<file path="config.mk">
export PLATFORM = sky130hd
export DESIGN_NAME = iccm_ctrl
export DESIGN_NICKNAME = d
export VERILOG_FILES = /design/src/rtl/iccm_ctrl.sv
export SDC_FILE = /design/constraint.sdc
export NUM_CORES = 1
export LEC_CHECK = 0
export BUFFER_PORTS_ARGS = -buffer_cell sky130_fd_sc_hd__buf_2
export CAP_MARGIN = 20
export CORE_AREA = 2 2 110 112
export DETAILED_ROUTE_END_ITERATION = 8
export DIE_AREA = 0 0 112 114
export MAX_ROUTING_LAYER = met4
export PLACE_DENSITY = 0.82
export SLEW_MARGIN = 20
export SYNTH_ARGS = -nofsm -noshare
export SYNTH_HDL_FRONTEND = slang
export SYNTH_SLANG_ARGS = --single-unit
</file>
<file path="constraint.sdc">
create_clock -name brq_clk -period 6 [get_ports brq_clk]
set_clock_uncertainty 0.15 [all_clocks]
set_input_delay 0.9 -clock brq_clk [delete_from_list [all_inputs] [get_ports brq_clk]]
set_output_delay 0.9 -clock brq_clk [all_outputs]
set_load 0.02 [all_outputs]
</file>
<file path="src/rtl/iccm_ctrl.sv">
// ICCM sequencer: boot-loader writes, then round-robin IF/LS sharing.
// Define ICCM_WR_PROTECT_EN to reject LS stores in RUN with ls_err.
module iccm_ctrl #(
    parameter int DataWidth = 32,
    parameter int AddrWidth = 15
) (
    input  logic                 brq_clk,
    input  logic                 brq_rst,
    input  logic                 ld_valid,
    input  logic [AddrWidth-1:0] ld_addr,
    input  logic [DataWidth-1:0] ld_wdata,
    input  logic                 ld_done,
    output logic                 ld_ready,
    input  logic                 if_req,
    input  logic [AddrWidth-1:0] if_addr,
    output logic                 if_gnt,
    output logic                 if_rvalid,
    output logic [DataWidth-1:0] if_rdata,
    input  logic                 ls_req,
    input  logic                 ls_we,
    input  logic [AddrWidth-1:0] ls_addr,
    input  logic [DataWidth-1:0] ls_wdata,
    output logic                 ls_gnt,
    output logic                 ls_rvalid,
    output logic [DataWidth-1:0] ls_rdata,
    output logic                 ls_err,
    output logic [AddrWidth-1:0] iccm_addr,
    output logic                 iccm_read,
    output logic                 iccm_write,
    output logic [DataWidth-1:0] iccm_wdata,
    input  logic [DataWidth-1:0] iccm_rdata,
    output logic                 boot_done,
    output logic [AddrWidth:0]   ld_count
);

    typedef enum logic {BOOT, RUN} state_e;

    localparam logic [AddrWidth:0] LdMax = {1'b1, {AddrWidth{1'b0}}};

    state_e state;
    logic   run;
    logic   last_gnt_ls;
    logic   ls_store;
    logic   ls_wr_en;

    assign run       = (state == RUN);
    assign boot_done = run;
    assign ld_ready  = ~run & ld_valid;
    assign ls_store  = ls_gnt & ls_we;

    // On conflict the requester that did not win last time goes first.
    always_comb begin
        if_gnt = 1'b0;
        ls_gnt = 1'b0;
        if (run) begin
            if_gnt = if_req & (~ls_req | last_gnt_ls);
            ls_gnt = ls_req & (~if_req | ~last_gnt_ls);
        end
    end

    always_comb begin
        iccm_addr  = '0;
        iccm_read  = 1'b0;
        iccm_write = 1'b0;
        iccm_wdata = '0;
        if (ld_ready) begin
            iccm_write = 1'b1;
            iccm_addr  = ld_addr;
            iccm_wdata = ld_wdata;
        end else if (if_gnt) begin
            iccm_read = 1'b1;
            iccm_addr = if_addr;
        end else if (ls_gnt) begin
            iccm_addr  = ls_addr;
            iccm_read  = ~ls_we;
            iccm_write = ls_wr_en;
            iccm_wdata = ls_wr_en ? ls_wdata : '0;
        end
    end

    always_ff @(posedge brq_clk or posedge brq_rst) begin
        if (brq_rst) begin
            state       <= BOOT;
            last_gnt_ls <= 1'b1;
            if_rvalid   <= 1'b0;
            ls_rvalid   <= 1'b0;
            if_rdata    <= '0;
            ls_rdata    <= '0;
            ld_count    <= '0;
        end else begin
            if (!run && ld_done)
                state <= RUN;
            if (if_gnt)
                last_gnt_ls <= 1'b0;
            else if (ls_gnt)
                last_gnt_ls <= 1'b1;
            if_rvalid <= if_gnt;
            ls_rvalid <= ls_gnt;
            if (if_gnt)
                if_rdata <= iccm_rdata;
            if (ls_gnt)
                ls_rdata <= ls_we ? '0 : iccm_rdata;
            if (ld_ready && ld_count != LdMax)
                ld_count <= ld_count + 1'b1;
        end
    end

`ifdef ICCM_WR_PROTECT_EN
    assign ls_wr_en = 1'b0;

    always_ff @(posedge brq_clk or posedge brq_rst) begin
        if (brq_rst)
            ls_err <= 1'b0;
        else
            ls_err <= ls_store;
    end
`else
    assign ls_wr_en = ls_store;
    assign ls_err   = 1'b0;
`endif

endmodule

</file>
Word-level counts from Yosys, hierarchy flattened
Cells that the tools add are included.
Operators by class
  reductions and logical operators: 4
  shift-type cells: 0
  magnitude comparators: 0
  $mul: 0
  mux-type cells: 18
  bitwise operators: 11
  add/sub/neg operators: 1
  eq/ne operators: 1
  divide/modulo/power cells: 0
Operators with widths (count)
  32-bit two-way mux: 5
  15-bit two-way mux: 3
  16-bit by 1-bit adder with 16-bit output, second input constant: 1
  16-bit inequality test, second input constant: 1
  1-bit two-way mux: 10
  1-bit NOT: 5
  1-bit bitwise AND: 4
  1-bit logical AND: 2
  1-bit bitwise OR: 2
  2-bit nonzero test: 1
  1-bit zero test: 1
Storage, ports and cells
  bits in writable memories: 0
  output and inout bits: 136
  input port bits: 148
  bits in registers: 84
  ROM bits: 0
  bits in latches: 0
  memories: 0

Longest topological paths before layout
  depth after elaboration: 9
  mapped depth: 8
  depth with buffers taken out: 6

Worst setup path before layout
Ideal clock, no wire load.
  path type: in2out
  start: input ls_req
  end: output iccm_wdata[10]
  data arrival time: 1.874 ns
  path buffers: 3
  required time: 4.950 ns
  setup slack: 3.076 ns
  stages: 8
  cells stage by stage: nand2_1 -> a21o_1 -> buf_6 -> inv_2 -> and2_1 -> buf_6 -> buf_6 -> a22o_1
Between the ends
  word-level cells in the longest chain between the ends: 7
  elaborated cells on any way between the ends: 11
  those cells by class: mux: 6; bitwise: 5
RTL lines
  start: declaration: RTL line 19  | input logic ls_req,
  1-bit bitwise AND: RTL line 57  | ls_gnt = ls_req & (~if_req | ~last_gnt_ls);
  1-bit two-way mux: RTL line 55  | if (run) begin
  1-bit bitwise AND: RTL line 49  | assign ls_store = ls_gnt & ls_we;
  32-bit two-way mux: RTL line 77  | iccm_wdata = ls_wr_en ? ls_wdata : '0;
  32-bit two-way mux: RTL line 73  | end else if (ls_gnt) begin
  32-bit two-way mux (*): RTL line 70  | end else if (if_gnt) begin
  32-bit two-way mux (*): RTL line 66  | if (ld_ready) begin
  end: declaration: RTL line 30  | output logic [DataWidth-1:0] iccm_wdata,
Mark *: on every way between the ends. The rest lies on a longest branch, timed or not.

Worst setup path after layout
  start: input ls_req
  end: output iccm_wdata[6]
The elaborated chain is that of the path after synthesis.

==> results.toml <==
[route]
vias = 3922
wl_met1_um = 6440
firstDrtPassIters = 5
drt-total-wl_um = 15200
detail-route-antenna-nets = 0
drt-wirelength-per-cell_um = 19.2
viasPerCell = 4.93
wl_met2_um = 7440
topRoutingLayerUsed = "met4"
drc = 0
met3_length_um = 1110
first_iter_violations = 249

[synth]
synth_area_um2 = 4060
syn_inst = 368
synth.net_count = 518
yosysSeqAreaShare_pct = 51.8
synth.distinct_cells = 39
synth_area_per_cell_um2 = 11.0
ys_ff_latch = 84
yosysWarnings = 0

[die]
core-area_um2 = 11700
num_rows = 40
dieArea_um2 = 12800
ios = 284
die_y_um = 114
start_util_pct = 34.7
die_w_um = 112

[timing]
worstMarginPinSlew_ps = 806
rsz0062_at_grt = "false"
max_freq_mhz = 278
final.min_clock_period_ps = 3590
hold_viol_final = 0
setup_tns_ps = 0
drv_slew = 0
slew_headroom_pct = 46.2
fin_crit_sh_pct = 59.9
setup_viol = 0

[clock_network]
cts_tree = "yes"
cts-root-buf = "clkbuf_16"
clk_latency_ps = 330
post_cts_resized = 0
cts_htree_levels = 3
post_cts_buffers = 0
cts_buffer_depth = 2
clock_sinks = 84
ctsHoldBuffers = 0
cts_buffers = 9
clk_pin_slew_ps = 60

[flow_run]
cap_violations = 0

[worst_setup_path]
cp.required_ps = 4950
cp-end-kind = "output port"
startpoint_type = "primary input"
startpoint = "ls_req"
cp.arrival_ps = 2540
crit_type = "primary input to output port"
rr_startpoint = "boot_done"
cp_max_fo = 34

[place]
place_area_um2 = 5530
io_buffers = 282
hpwl_um = 12200
routabilityCongestion = 0.894

[hold_path]
min_path_type = "flip-flop to flip-flop"
min_from = "ls_rdata[2]"

[pwr]
peakVddDrop_uv = 170
powerDensity_nw_per_um2 = 288
power_leakage_nw = 3.36

[finish]
area_delta_synth_final_pct = 44.4
drive_gt1_share_pct = 53.8
design_area_um2 = 5870
multi_input_area_um2 = 1720
fill_cells = 1137
regArea_um2 = 2100
nets = 788
final_cell_mix = "282 x buf_2, 83 x dfrtp_1, 73 x nand2_1"
layout_commonest_cell = "buf_2"

[global_route]
gr-total-overflow = 0
grt_max_degree = 63
antenna_found_initial = 4
grt_pass1_vias = 3810
grt_pass1_wl_um = 21700
gr-usage-all-layers_pct = 23.4

[run_status]
status = "finished, final reports clean"
layout make-up:
type                    instances  share of cell area [%]
well taps                     147                    3.13
inverters                      23                    1.49
diodes                          5                   0.213
flip-flops and latches         84                    35.8
repair buffers                286                    24.6
clock buffers                   9                    3.84
multi-input cells             234                    29.3
clock inverters                 7                    1.66
registers in the layout, summed over array words and instances, names as in the netlist:
register,cells
last_gnt_ls,1
if_rdata,32
ld_count,16
ls_rdata,32
ls_rvalid,1
if_rvalid,1
boot_done,1
critical path, cell delays in order:
cell and delay (ps):
buf_2 120, nand2_1 70, a21o_1 160, buf_4 240
inv_2 90, and2_2 530, a22o_1 230, buf_2 170
cells by family after synthesis:
kind of cell / synth area share [%]
multiplexers: 8.87
AND/OR/NAND/NOR: 17.6
adder cells (fa/ha/maj): 0.616
XOR/XNOR: 3.23
flip-flops: 51.8
AO/OA/AOI/OAI: 11.5
buffers and inverters: 6.28
other: 0.0923
synthesized netlist by cell type (all sizes together):
cell     n  area share (%)
or2      3            0.46
dfstp    1            0.65
nor3     2            0.49
nand4    3            0.62
inv     23             2.1
ha       2            0.62
dfrtp   83              51
a22o    32             6.9
nor2     2            0.18
nand2b   1            0.15
buf     17             3.2
xor2     6             1.3
o21bai   1            0.18
or3      1            0.15
nand2   73             6.7
and3     2            0.31
nor4b    1            0.22
clkbuf  10            0.92
a21o     1            0.18
conb     1           0.092
o21ai    2            0.25
and4     1            0.22
nand3    4            0.49
nand3b  33             6.4
nor3b    1            0.18
mux2    32             8.9
a21oi    1            0.12
nor4     3            0.83
a222oi  15             3.7
xnor2    9             1.9
and2     1            0.15
a41oi    1            0.22
path summary, 6_finish.rpt:
check | to | slack [ps] | cells after the start
min in group asynchronous | ls_rvalid | 380 | 2
worst min register to register | ls_rdata[2] | 310 | 2
worst max-delay path | iccm_wdata[6] | 2410 | 8
max in group asynchronous | if_rdata[18] | 4210 | 3
worst min-delay path | ls_rdata[2] | 310 | 2
worst max register to register | ls_rdata[27] | 4000 | 7
report_power, final:
part | total [W] | internal [W] | leakage [nW] | switching [W]
registers | 0.000673 | 0.000635 | 1.06 | 0.0000376
clock network | 0.000593 | 0.000367 | 0.152 | 0.000227
logic | 0.000425 | 0.000164 | 2.15 | 0.000261
through the flow:
step           worst slack [ps]  cells  hold WS (ps)  util [%]  power (W)
3_3_place_gp               2170    774           294      47.2    0.00110
5_1_grt                    2300    794           333      50.1    0.00177
3_5_place_dp               2040    774           302      47.2    0.00111
2_1_floorplan              2790    368           320         -   0.000932
4_1_cts                    2040    790           316      50.0    0.00171
6_report                   2410    795           309      50.1    0.00169
per-layer routing:
metal	vias up	track usage [%]
met1	1896	29.6
met2	171	36.4
met4	0	7.97
li1	1844	-
met5	-	-
met3	11	6.54
Note: power is estimated with default switching activity, not from simulation.
